--- config.mk ---
export PLATFORM = sky130hd
export DESIGN_NAME = adder_share_arbiter
export DESIGN_NICKNAME = d
export VERILOG_FILES = /design/src/rtl/adder_share_pkg.sv /design/src/rtl/adder_share_arbiter_rr_arbiter.sv /design/src/rtl/adder_share_arbiter.sv
export SDC_FILE = /design/constraint.sdc
export NUM_CORES = 1
export LEC_CHECK = 0
export CORE_MARGIN = 2
export CORE_UTILIZATION = 54
export CTS_CLUSTER_DIAMETER = 40
export DETAILED_ROUTE_END_ITERATION = 16
export PLACE_DENSITY = 0.95
export REMOVE_ABC_BUFFERS = 1
export SYNTH_ARGS = -nofsm -noshare
export SYNTH_HDL_FRONTEND = slang
export SYNTH_SLANG_ARGS = --single-unit
--- constraint.sdc ---
create_clock -name wb_clk_i -period 10.1 [get_ports wb_clk_i]
set_input_delay 2.02 -clock wb_clk_i [delete_from_list [all_inputs] [get_ports wb_clk_i]]
set_output_delay 2.02 -clock wb_clk_i [all_outputs]
set_load 0.05 [all_outputs]
--- src/rtl/adder_share_pkg.sv ---
// rtl/adder_share_pkg.sv - shared constants and FSM state encoding for the shared adder
package adder_share_pkg;

    localparam int DEFAULT_N_REQ = 4;
    localparam int DEFAULT_WIDTH = 4;

    typedef enum logic [1:0] {
        S_IDLE = 2'd0,
        S_EXEC = 2'd1,
        S_DONE = 2'd2
    } state_e;

endpackage

--- src/rtl/adder_share_arbiter_rr_arbiter.sv ---
// rtl/adder_share_arbiter_rr_arbiter.sv - combinational round-robin arbiter
// Picks the first set request at or above ptr, wrapping from N_REQ-1 back to 0.
module rr_arbiter #(
    parameter int N_REQ = 4,
    parameter int IDW   = $clog2(N_REQ)
) (
    input  logic [N_REQ-1:0] req,
    input  logic [IDW-1:0]   ptr,
    output logic [N_REQ-1:0] gnt,
    output logic [IDW-1:0]   gnt_idx
);

    always_comb begin
        int   j;
        logic found;
        gnt     = '0;
        gnt_idx = '0;
        found   = 1'b0;
        j       = 0;
        for (int i = 0; i < N_REQ; i++) begin
            j = int'(ptr) + i;
            if (j >= N_REQ) j = j - N_REQ;
            if (!found && req[j]) begin
                found   = 1'b1;
                gnt[j]  = 1'b1;
                gnt_idx = IDW'(j);
            end
        end
    end

endmodule

--- src/rtl/adder_share_arbiter.sv ---
// rtl/adder_share_arbiter.sv - one WIDTH-bit adder shared by N_REQ requesters, round-robin
// Defining ADDER_SHARE_STATS_EN adds the op_count / ovf_count handshake statistics ports.
module adder_share_arbiter
    import adder_share_pkg::*;
#(
    parameter int N_REQ = DEFAULT_N_REQ,
    parameter int WIDTH = DEFAULT_WIDTH,
    parameter int IDW   = $clog2(N_REQ)
) (
    input  logic                   wb_clk_i,
    input  logic                   wb_rst_ni,
    input  logic [N_REQ-1:0]       req_valid,
    output logic [N_REQ-1:0]       req_ready,
    input  logic [N_REQ*WIDTH-1:0] req_a,
    input  logic [N_REQ*WIDTH-1:0] req_b,
    output logic                   rsp_valid,
    input  logic                   rsp_ready,
    output logic [IDW-1:0]         rsp_id,
    output logic [WIDTH-1:0]       rsp_sum,
    output logic                   rsp_carry,
`ifdef ADDER_SHARE_STATS_EN
    output logic                   busy,
    output logic [15:0]            op_count,
    output logic [7:0]             ovf_count
`else
    output logic                   busy
`endif
);

    state_e             state_q, state_d;
    logic [IDW-1:0]     rr_ptr_q, rr_ptr_d;
    logic [IDW-1:0]     id_q, id_d;
    logic [WIDTH-1:0]   a_q, a_d, b_q, b_d;
    logic               rsp_valid_q, rsp_valid_d;
    logic [IDW-1:0]     rsp_id_q, rsp_id_d;
    logic [WIDTH-1:0]   rsp_sum_q, rsp_sum_d;
    logic               rsp_carry_q, rsp_carry_d;

    logic [N_REQ-1:0]   gnt;
    logic [IDW-1:0]     gnt_idx;
    logic [WIDTH:0]     sum_full;

    rr_arbiter #(
        .N_REQ (N_REQ),
        .IDW   (IDW)
    ) u_rr_arbiter (
        .req     (req_valid),
        .ptr     (rr_ptr_q),
        .gnt     (gnt),
        .gnt_idx (gnt_idx)
    );

    assign sum_full = {1'b0, a_q} + {1'b0, b_q};

    always_comb begin
        state_d     = state_q;
        rr_ptr_d    = rr_ptr_q;
        id_d        = id_q;
        a_d         = a_q;
        b_d         = b_q;
        rsp_valid_d = rsp_valid_q;
        rsp_id_d    = rsp_id_q;
        rsp_sum_d   = rsp_sum_q;
        rsp_carry_d = rsp_carry_q;
        req_ready   = '0;
        case (state_q)
            S_IDLE: begin
                if (|req_valid) begin
                    // Grant is withheld while reset is low so every output sits at its reset value.
                    req_ready = gnt & {N_REQ{wb_rst_ni}};
                    id_d      = gnt_idx;
                    a_d       = req_a[int'(gnt_idx)*WIDTH +: WIDTH];
                    b_d       = req_b[int'(gnt_idx)*WIDTH +: WIDTH];
                    rr_ptr_d  = (gnt_idx == IDW'(N_REQ-1)) ? '0 : gnt_idx + IDW'(1);
                    state_d   = S_EXEC;
                end
            end
            S_EXEC: begin
                rsp_sum_d   = sum_full[WIDTH-1:0];
                rsp_carry_d = sum_full[WIDTH];
                rsp_id_d    = id_q;
                rsp_valid_d = 1'b1;
                state_d     = S_DONE;
            end
            S_DONE: begin
                if (rsp_ready) begin
                    rsp_valid_d = 1'b0;
                    state_d     = S_IDLE;
                end
            end
            default: state_d = S_IDLE;
        endcase
    end

    always_ff @(posedge wb_clk_i or negedge wb_rst_ni) begin
        if (!wb_rst_ni) begin
            state_q     <= S_IDLE;
            rr_ptr_q    <= '0;
            id_q        <= '0;
            a_q         <= '0;
            b_q         <= '0;
            rsp_valid_q <= 1'b0;
            rsp_id_q    <= '0;
            rsp_sum_q   <= '0;
            rsp_carry_q <= 1'b0;
        end else begin
            state_q     <= state_d;
            rr_ptr_q    <= rr_ptr_d;
            id_q        <= id_d;
            a_q         <= a_d;
            b_q         <= b_d;
            rsp_valid_q <= rsp_valid_d;
            rsp_id_q    <= rsp_id_d;
            rsp_sum_q   <= rsp_sum_d;
            rsp_carry_q <= rsp_carry_d;
        end
    end

    assign rsp_valid = rsp_valid_q;
    assign rsp_id    = rsp_id_q;
    assign rsp_sum   = rsp_sum_q;
    assign rsp_carry = rsp_carry_q;
    assign busy      = (state_q != S_IDLE);

`ifdef ADDER_SHARE_STATS_EN
    logic [15:0] op_count_q, op_count_d;
    logic [7:0]  ovf_count_q, ovf_count_d;

    always_comb begin
        op_count_d  = op_count_q;
        ovf_count_d = ovf_count_q;
        if (rsp_valid_q && rsp_ready) begin
            op_count_d = op_count_q + 16'd1;
            if (rsp_carry_q && (ovf_count_q != 8'hFF)) ovf_count_d = ovf_count_q + 8'd1;
        end
    end

    always_ff @(posedge wb_clk_i or negedge wb_rst_ni) begin
        if (!wb_rst_ni) begin
            op_count_q  <= '0;
            ovf_count_q <= '0;
        end else begin
            op_count_q  <= op_count_d;
            ovf_count_q <= ovf_count_d;
        end
    end

    assign op_count  = op_count_q;
    assign ovf_count = ovf_count_q;
`endif

endmodule
; Yosys cells after proc, flatten, opt, wreduce, memory -nomap -nowiden
; Index checks and enable logic that the tools add are counted.
[word_totals]
register_bits = 22
in_bits = 39
out_inout_bits = 13
[classes]
n_addsub = 9
order_cmp = 12
n_eq_ne = 5
shifts = 2
muxes = 43
bitwise_logic = 4
n_reduce_logical = 17
[op_table]
columns = operator, count
row1 = $ge 32x1->1 const B, 4
row2 = $lt 32x4->1 const B, 4
row3 = $mux 32, 4
row4 = $ge 32x4->1 const B, 3
row5 = $sub 32x4->32 const B, 3
row6 = $shiftx 16x5->4, 2
row7 = $mux 4, 6
row8 = $mux 1, 16
row9 = $mux 2, 7
row10 = $or 4x4->4, 3
row11 = $bmux 1 s2, 4
row12 = $demux 1 s2, 4
row13 = $logic_and 1x1->1, 7
row14 = $add 2x2->3 const B, 2
row15 = $pmux 2 s3, 1
row16 = $reduce_and 2->1, 3
row17 = $add 4x4->5, 1
row18 = $and 4x4->4, 1
row19 = $eq 2x2->1 const B, 2
row20 = $ne 2x2->1 const B, 2
row21 = $reduce_bool 2->1, 2
row22 = $reduce_or 4->1, 1
row23 = $sub 2x3->4 const B, 1
row24 = $add 2x1->3 const B, 1
row25 = 6 further kinds, 8

; Depth between registers and ports, before layout
[logic_depth]
ltp_word = 18
ltp_mapped = 13
mapped_depth_nobuf = 9

; Modules after synthesis
; A second synthesis with hierarchy kept.
[hier_totals]
cells_unflattened = 149
area_unflattened_um2 = 1725.4
[modules_own_cells]
columns = mod, n_inst, cells_per_inst, area_each_um2
row1 = adder_share_arbiter, 1, 100, 1268.7
row2 = rr_arbiter, 1, 49, 456.7

; Worst setup path after synthesis
; No wires, ideal clock.
[synth_timing]
path_type = input -> output
start = in req_valid[3]
end = out req_ready[0]
arrival_time_ps = 4179
t_required_ps = 8080
path_slack_ps = 3901
cell_stages = 8
n_path_buf = 3
cell_sequence = clkbuf_1 -> mux4_2 -> nor2b_1 -> buf_2 -> buf_2 -> a22oi_1 -> or2_2 -> a21oi_1
[synth_via]
elab_chain_cells = 16
word_cells_on_any_way = 32
cone_classes = mux (21) / bitwise (4) / reduce/logical (7)
[synth_lines]
columns = element, line_no
row1 = start: declaration, adder_share_arbiter.sv:12  ; input logic [N_REQ-1:0] req_valid,
row2 = $bmux 1 s2, adder_share_arbiter_rr_arbiter.sv:23  ; if (!found && req[j]) begin
row3 = $mux 1 (not written as such) (2 in series), adder_share_arbiter_rr_arbiter.sv:23
row4 = $mux 1, adder_share_arbiter_rr_arbiter.sv:23
row5 = $logic_not 1->1, adder_share_arbiter_rr_arbiter.sv:23
row6 = $logic_and 1x1->1, adder_share_arbiter_rr_arbiter.sv:23
row7 = $mux 1, adder_share_arbiter_rr_arbiter.sv:23
row8 = $logic_not 1->1, adder_share_arbiter_rr_arbiter.sv:23
row9 = $logic_and 1x1->1, adder_share_arbiter_rr_arbiter.sv:23
row10 = $mux 1, adder_share_arbiter_rr_arbiter.sv:23
row11 = $logic_not 1->1, adder_share_arbiter_rr_arbiter.sv:23
row12 = $logic_and 1x1->1, adder_share_arbiter_rr_arbiter.sv:23
row13 = $mux 4, adder_share_arbiter_rr_arbiter.sv:23
row14 = $and 4x4->4, adder_share_arbiter.sv:70  ; req_ready = gnt & {N_REQ{wb_rst_ni}};
row15 = $mux 4 *, adder_share_arbiter.sv:68  ; if (|req_valid) begin
row16 = $mux 4 *, adder_share_arbiter.sv:66  ; case (state_q)
row17 = end: declaration, adder_share_arbiter.sv:13  ; output logic [N_REQ-1:0] req_ready,
; Mark *: on every way between the ends. The rest lies on a longest branch, timed or not. The select of a mux whose other input is x is not followed.

; Final worst setup path
; Ends and elaborated chain as after synthesis.

==> summary.md <==
| Metric | Value |
|---|---|
| Status | complete, no violations |
| Synth Area per Inst | 8.76 um2 |
| Final WL | 5.80 mm |
| Drt drc | 0 |
| Top cell by count, worst path | clkdlybuf4s50_1 |
| Core Area | 0.00372 mm2 |
| GRT Total Usage | 26.8% |
| CP startpoint | req_valid[3] |
| Cell area power density | 336 mW/mm2 |
| Final ANT Viol Nets | 0 |
| Post-cts resize count | 0 |
| Reg-to-reg slack, setup | 5.95 ns |
| Largest net degree at the start of global routing | 30 |
| Gpl congestion | 0.908 |
| Mapped Area | 0.00211 mm2 |
| First-pass GRT wire length | 9.14 mm |
| Max clock buf depth | 2 |
| Vias in the first global route | 2,029 |
| Worst path cell trace | clkdlybuf4s50_1 -> mux4_2 -> nor2b_1 -> a22oi_1 -> or2_2 -> a21oi_1 -> clkdlybuf4s50_1 |
| Cell at the slowest stage of the critical path | nor2b_1 |
| Worst path arrival time | 5.54 ns |
| Synth area leaders | dfrtp_1, o21ai_0, a22o_1 |
| Htree depth | 1 |
| Worst Setup EP | req_ready[0] |
| Slew Limit Fails | 0 |
| Yosys reg bits | 22 |
| CP peak stage delay | 0.86 ns |
| Ys async rst share | 100% |
| GRT overflow | 0 |
| I/O Buffers | 51 |
| Post-CTS Hold Buffers | 0 |
| Fraction of layout cells with a size suffix above 1 | 7.86% |
| R2R Path Start | rr_ptr_q[0] |
| Avg WL per Cell | 17.7 um |
| CP Max Fanout | 15 |
| Final period util | 74.8% |
| Fin area | 0.00265 mm2 |
| TritonCTS clock tree | built |
| CP Class | in -> out |
| Yosys Warn Count | 0 |
| Post-CTS Setup Bufs | 0 |
| Max Cap Viol | 0 |
| Initial antenna violation count | 0 |
| Root Driver | clkbuf_8 |
| Unrepaired setup endpoints after global routing | no |
| TNS Setup | 0 ns |
| Starting Density | 56.8% |
| Vias/cell | 6.61 |
| Cell taking the most area after synthesis | dfrtp_1 |
| Worst Path Required | 8.08 ns |
| Maximum VDD drop | 240 uV |
| Sequential fraction of the synthesis area | 26.1% |
| Top_reg_cell synth | dfrtp_1 |
| Worst slew margin | 29.3% |
| Worst R2R End | b_q[0] |
| Clock Latency Late Sink | 0.26 ns |
| Leakage power figure | 1.03 nW |
| Gate count after technology mapping | 241 |
| Ant diodes | 0 |
| Minimum clock period | 7.56 ns |
| Worst setup EP type | output port |
| Routed vias | 2,167 |
| Clock Sinks | 22 |
| # setup viols final | 0 |
| Hold crit path type | reg -> reg |
| Distinct cells, synth | 47 |
| HPWL after DPL | 4.24 mm |
| Top-area cell type share of the netlist area | 26.1% |
| Nets | 331 |
| Die H | 66.5 um |
| Pre-antenna DRT Iters | 4 |
| Clock-pin slew on the worst setup and hold paths | 0.08 ns |
| Die X-Extent | 66.5 um |
| Number of synthesized flops with an enable pin | 0 |
| F_max | 132 MHz |
| Area grow syn2layout | 25.5% |
| # IOs | 52 |
| Worst Setup Start Kind | primary input |
| Worst Tran Pin Value | 1.06 ns |
| Initial drt markers | 100 |
| Worst R2R Path Depth | 8 |
| Num CTS Buffers | 3 |
| Hold Fails Final Rpt | 0 |
| Clk_skew | 0.00293 ns |
| Placed cell area | 0.00261 mm2 |
| Die Area | 0.00443 mm2 |
| Site Rows | 22 |
-- cell usage after synthesis, drive strengths merged (2+ instances only) --
library cell	instances
o21ai	27
dfrtp	22
nor2	16
a22o	14
and2	14
buf	11
a21oi	10
inv	10
nand2	10
a311oi	9
ha	9
a221oi	8
a22oi	8
o32ai	8
a221o	7
and4	7
clkbuf	6
or2	6
mux2i	4
mux4	4
mux2	3
nand2b	3
a21o	2
nor2b	2
nor3	2
o211ai	2
or4	2
xor2	2
-- cell families after synthesis --
logic type / share of synthesized area (%)
compound gates: 35.0
simple gates: 18.0
buf+inv: 6.10
flops: 26.1
mux: 7.76
fa+ha+maj: 6.28
xor+xnor: 0.830
-- critical path, delay by kind of cell --
family / cells / cell delay [ns]
compound gates: 2 / 0.29
buf+inv: 2 / 1.39
mux: 1 / 0.64
simple gates: 2 / 1.20
-- routing by layer --
metal,GRT usage (%),up-vias,routed length [um]
met5,0,-,0
met4,12.5,0,134
met3,3.55,12,387
met2,44.0,92,2820
met1,34.7,1039,2460
li1,-,1024,-
-- cells in the final DEF (no fill, tap or decap), types with 2 or more instances in the layout --
master            n
o21ai_0          25
clkbuf_8          3
or4_1             2
nor2b_1           2
o211ai_1          2
and2_1           14
mux2i_1           4
a221oi_1          8
and4_1            7
dfrtp_1          22
or2_2             6
nand2_1          10
xor2_1            2
clkdlybuf4s50_1  51
mux4_2            4
mux2_2            3
ha_1              9
a221o_1           7
nand2b_1          3
inv_1            10
a311oi_1          9
a21oi_1          10
a21o_1            2
a22oi_1           8
nor2_1           16
a22o_1           14
o32ai_1           8
buf_4             2
-- registers in the layout (all words and copies together) (netlist names) --
name,count
a_q,4
rsp_id,2
rr_ptr_q,2
id_q,2
rsp_carry,1
rsp_sum,4
rsp_valid,1
state_q,2
b_q,4
-- power by group --
part / switching [mW] / internal [mW]
Clock: 0.0283 / 0.0267
Combinational: 0.405 / 0.269
Sequential: 0.0275 / 0.134
Total: 0.461 / 0.430
-- worst min-delay path by stage --
stage / startpoint / endpoint / slack (ns) / cells after the start
detailed placement: rsp_sum[3] / rsp_sum[3] / 0.47 / 2
global route: rsp_sum[2] / rsp_sum[2] / 0.52 / 2
finish: rsp_sum[3] / rsp_sum[3] / 0.48 / 2
global placement: rsp_carry / rsp_carry / 0.46 / 2
floorplan: state_q[1] / rsp_valid / 0.45 / 1
CTS: rsp_sum[3] / rsp_sum[3] / 0.49 / 2
-- metrics by stage --
| step | instances | hold WS [ns] | total power [mW] | util, % | worst slack [ns] |
|---|---|---|---|---|---|
| finish | 328 | 0.483 | 0.891 | 71.3 | 2.54 |
| global route | 328 | 0.516 | 0.957 | 71.3 | 2.35 |
| detailed placement | 325 | 0.470 | 0.828 | 70.2 | 2.61 |
| global placement | 325 | 0.460 | 0.804 | 70.2 | 2.75 |
| floorplan | 224 | 0.446 | 0.650 | - | 3.73 |
| CTS | 328 | 0.487 | 0.884 | 71.3 | 2.59 |
-- area by class of cell --
| type | count | area [um2] |
|---|---|---|
| multi-input cells | 191 | 1430 |
| fillers | 305 | 1060 |
| inverters | 11 | 41.3 |
| flip-flops and latches | 22 | 551 |
| well taps | 48 | 60.1 |
| repair buffers | 53 | 526 |
| clock buffers | 3 | 41.3 |
Power figures use the tool's default switching activity.
==> edit 1: new RTL, same flow settings <==
`a_q` no longer has a reset.
--- a/src/rtl/adder_share_arbiter.sv
+++ b/src/rtl/adder_share_arbiter.sv
@@ -97,7 +97,6 @@
             state_q     <= S_IDLE;
             rr_ptr_q    <= '0;
             id_q        <= '0;
-            a_q         <= '0;
             b_q         <= '0;
             rsp_valid_q <= 1'b0;
             rsp_id_q    <= '0;
@@ -107,13 +106,16 @@
             state_q     <= state_d;
             rr_ptr_q    <= rr_ptr_d;
             id_q        <= id_d;
-            a_q         <= a_d;
             b_q         <= b_d;
             rsp_valid_q <= rsp_valid_d;
             rsp_id_q    <= rsp_id_d;
             rsp_sum_q   <= rsp_sum_d;
             rsp_carry_q <= rsp_carry_d;
         end
+    end
+
+    always_ff @(posedge wb_clk_i) begin
+        a_q <= a_d;
     end
 
     assign rsp_valid = rsp_valid_q;
Formal check against the unedited RTL: no difference found for any inputs over 10 cycles, from zero or initial values and one cycle with wb_rst_ni low; that may be too few to reach the edited logic, so the function may still have changed.
==> edit 1 against the unedited design <==
  * Clock skew is 0.0016 ns lower
  * Maximum frequency is 13% higher
  * Routed wire length is 30% lower
  * Hold slack better by 0.0092 ns
  * Synthesized cell count is 23% lower
  * Combinational power is 21% lower
  * Critical endpoint is now req_ready[1]
  * Largest power group unchanged
  * Synthesized area is 15% lower
  * Sequential cell count stayed put
  * Count of clock-buffer cells in the layout is 1 higher
  * Core utilization is 2.8 points higher
  * Cell area is 13% lower
  * Setup slack better by 0.88 ns
  * Global-route usage is 3.9 points lower
  * Power is 13% lower
==> edit 1: results (changes against the unedited design) <==
Outcome
  • Status: complete, no violations

Logic synthesis
  • FFs w/ async S/R, synth: 81.82% (-18 points)
  • Top cells by count, synth: nand2_1, mux2i_1, dfrtp_1
  • Sequential area share after synthesis: 31.62% (+5.6 points)
  • Adder-cell area share of the yosys netlist: 7.351% (+1.1 points)
  • XOR/XNOR Fraction of Synth Area: 0.9709% (+0.14 points)
  • Top post-synthesis cells by area: dfrtp_1, mux2i_1, edfxtp_1
  • Syn. warnings: 0 (unchanged)
  • Avg Cell Area, Syn: 9.753 sq um (+11%)
  • EDFF count, synth: 4 (+4)
  • Synth top area share: 24.97% (-1.1 points)
  • Post-synthesis mux area share: 16.71% (+9.0 points)
  • Synth cell types: 48 (+2.1%)
  • Compound-Gate Fraction of Synth Area: 21.64% (-13 points)

Power and ir drop
  • Int Pwr: 396.7 uW (-7.7%)
  • Comb power: 533 uW (-21%)
  • P_leak: 0.9663 nW (-5.8%)
  • VDD IR-drop max: 0.1782 mV (-26%)
  • Combinational Power Share: 68.6% (-7.0 points)
  • Reg power frac: 23.9% (+5.7 points)

Drt
  • Final wirelength: 4085 um (-30%)
  • Via count: 1549 (-29%)
  • Wl on met1: 1769 um (-28%)
  • Initial DRC count: 65 (-35%)
  • Metal2 WL: 2049 um (-27%)
  • Met3 Wirelength: 220 um (-43%)

Finish
  • Fraction of layout instances using a drive strength above 1: 11.30% (+3.4 points)
  • Total Nets Final: 280 (-15%)
  • Filler cells: 210 (-31%)
  • Layout area overhead: 28.57%
  • Antenna diodes: 0 (unchanged)
  • Final Non-Filler Cells: 274 (-16%)

Critical path
  • Crit path launch type: input pin
  • R2R setup slack: 7.04 ns (+1.09 ns)
  • Worst path slowest cell: clkdlybuf4s50_1
  • RR Endpoint: b_q[1]
  • Crit-path leading delay family: buffers and inverters
  • CP max stage delay: 0.82 ns (-0.04 ns)
  • Crit path arrival time: 4.66 ns (-0.88 ns)
  • Max FO, Critical Path: 13 (-2)

Global route
  • Met2 usage: 37.29% (-6.7 points)
  • Largest net degree at the start of global routing: 20 (-33%)
  • GR Util met3: 3.313% (-0.23 points)
  • Initial antenna violation count: 0 (unchanged)
  • First-pass GRT wire length: 6575 um (-28%)

Timing
  • Worst slew pin tran: 0.7662 ns (-0.2922 ns)
  • Hold_ws: 0.4924 ns (+0.009150 ns)
  • Layout Skew: 0.001379 ns (-0.001551 ns)

Placed design
  • Post-placement cell area: 0.002272 sq mm (-13%)
  • RePlAce Congestion: 0.8814 (-2.9%)
  • Pre-CTS setup slack: 3.425 ns (+0.8149 ns)

Hold path
  • Min-Delay Endpoint: rsp_sum[1]
  • HP Start: rsp_sum[1]
  • Type of the worst min-delay path: flop to flop

Clock network
  • CTS root buffer: clkbuf_4
  • Clock Latency Late Sink: 0.31 ns (+0.05 ns)
  • Clock-pin slew of the registers on the worst-case setup and hold paths: 0.13 ns (+0.05 ns)
## edit 1: cell count changes after synthesis, moves of 8 or more
cell | unedited run | this run
mux2i_1 | 4 | 20
and2_1 | 14 | 0
a22o_1 | 14 | 4
a221oi_1 | 8 | 0
o21ai_0 | 25 | 8
nand2_1 | 10 | 27
a311oi_1 | 9 | 0
## edit 1: final cells by class
cell class,count,area share [%]
repair buffers,53,22.65
inverters,11,1.780
flip-flops and latches,22,24.60
multi-input cells,140,46.55
clock buffers,4,2.050
well taps,44,2.373
## edit 1: cell families after synthesis
family | count (synthesis)
mux | 27
buf+inv | 23
simple gates | 52
compound gates | 49
fa+ha+maj | 10
flops | 22
xor+xnor | 2
## edit 1: worst max path at each step
stage / end / slack [ns]
after CTS: req_ready[1] / 3.42
after global routing: req_ready[3] / 3.25
after detailed placement: req_ready[1] / 3.43
final: req_ready[1] / 3.42
after global placement: req_ready[2] / 3.49
after floorplan: req_ready[0] / 4.30
==> edit 2: new RTL, same settings <==
Without the edit above. Add a define of `ADDER_SHARE_STATS_EN`.
--- a/src/rtl/adder_share_arbiter.sv
+++ b/src/rtl/adder_share_arbiter.sv
@@ -1,5 +1,7 @@
 // rtl/adder_share_arbiter.sv - one WIDTH-bit adder shared by N_REQ requesters, round-robin
 // Defining ADDER_SHARE_STATS_EN adds the op_count / ovf_count handshake statistics ports.
+`define ADDER_SHARE_STATS_EN
+
 module adder_share_arbiter
     import adder_share_pkg::*;
 #(
Behaviour (old outputs only; new: op_count and ovf_count): unchanged (Yosys induction, for registers that start in step).
==> edit 2 against the unedited design <==
  * Cell area rose by 44%
  * Sequential share of layout area rose by 9.4 points
  * Critical path depth unchanged
  * Synthesized area increased by 39%
  * First-iteration DRC count up 39%
  * Sequential cell count up 24
  * Maximum frequency increased by 10%
  * Routed wire length rose by 11%
  * Combinational power up 19%
  * Power up 37%
  * Setup slack better by 0.71 ns
  * Via count is 15% higher
  * Synthesized cell count increased by 20%
  * Critical endpoint is now req_ready[1]
  * Largest cell class unchanged
  * Largest power group unchanged
==> edit 2: results (changes against the unedited design) <==
Outcome
  • Status: complete, no violations

Placed design
  • Port Buffers: 75 (+47%)
  • RePlAce Congestion: 0.9188 (+1.2%)
  • Pre-CTS setup slack: 3.235 ns (+0.6245 ns)

Logic synthesis
  • Top cells by count, synth: dfrtp_1, nor2_1, nand2_1
  • Avg Cell Area, Syn: 10.21 sq um (+16%)
  • Sequential area share after synthesis: 39.15% (+13 points)
  • Top post-synthesis cells by area: dfrtp_1, xnor2_1, ha_1

Timing
  • Max-slew headroom: 62.09% (+33 points)
  • Layout Skew: 0.006140 ns (+0.003210 ns)

Critical path
  • Max FO, Critical Path: 14 (-1)
  • Crit path arrival time: 4.83 ns (-0.71 ns)
  • Worst path slowest cell: clkdlybuf4s50_1

Power and ir drop
  • Switching share of total power: 48.46% (-3.3 points)
  • P_leak: 1.589 nW (+55%)
  • Comb power: 804 uW (+19%)
  • Clk. pwr: 109 uW (+99%)

Finish
  • Total Nets Final: 412 (+24%)
  • Fraction of layout instances using a drive strength above 1: 11.08% (+3.2 points)
  • Final Non-Filler Cells: 431 (+31%)

Drt
  • Post-DR wirelength/cell: 15.00 um (-15%)
  • Via/cell ratio: 5.761 (-13%)
  • Initial DRC count: 139 (+39%)

Global route
  • GRT Overall Usage: 22.59% (-4.2 points)
  • Vias in the first global route: 2455 (+21%)
  • Largest net degree at the start of global routing: 48 (+60%)

Clock network
  • H-tree depth: 2 (+1)
  • CTS root buffer: clkbuf_8
  • TritonCTS Buffers: 5 (+2)
edit 2: kinds of logic (layout without fill, tap and decap cells):
logic type                 after synthesis  after routing  synth area share, %
adders and majority gates               11             11                4.936
muxes                                   25             25                11.02
xor gates and xnor gates                25             25                7.447
AOI/OAI and AO/OA                       63             63                17.23
buffers and inverters                   19             92                3.106
and+or+nand+nor                         99             99                17.11
DFF                                     46             46                39.15
edit 2: metal layers:
layer / vias to the layer above / global-route usage, % / wire (um)
li1: 1206 / - / -
met1: 1168 / 26.87 / 2634
met2: 103 / 40.78 / 3330
met3: 6 / 4.070 / 427
met4: 0 / 7.679 / 73
met5: - / 0 / 0
edit 2: layout make-up:
cell class	instances	area (sq um)
Tap cell	70	87.58
Multi-Input combinational cell	223	1698
Inverter	9	33.78
Sequential cell	46	1151
Clock buffer	6	82.58
Fill cell	368	1359
Timing Repair Buffer	77	760.7
edit 2: worst paths after layout:
kind | from | endpoint | slack [ns] | cells past startpoint
max | req_valid[3] | req_ready[1] | 3.25 | 7
min | op_count[15] | op_count[15] | 0.47 | 1
max reg2reg | rr_ptr_q[0] | a_q[0] | 6.73 | 9
min reg2reg | op_count[15] | op_count[15] | 0.47 | 1
max in group asynchronous | wb_rst_ni | id_q[1] | 7.90 | 2
min in group asynchronous | wb_rst_ni | op_count[5] | 1.80 | 2
edit 2: through the flow:
step           utilization, %  instance area, sq um
6_report                73.73                  3814
5_1_grt                 73.73                  3814
4_1_cts                 73.73                  3814
3_5_place_dp            72.13                  3731
3_3_place_gp            72.13                  3731
2_1_floorplan               -                  2883
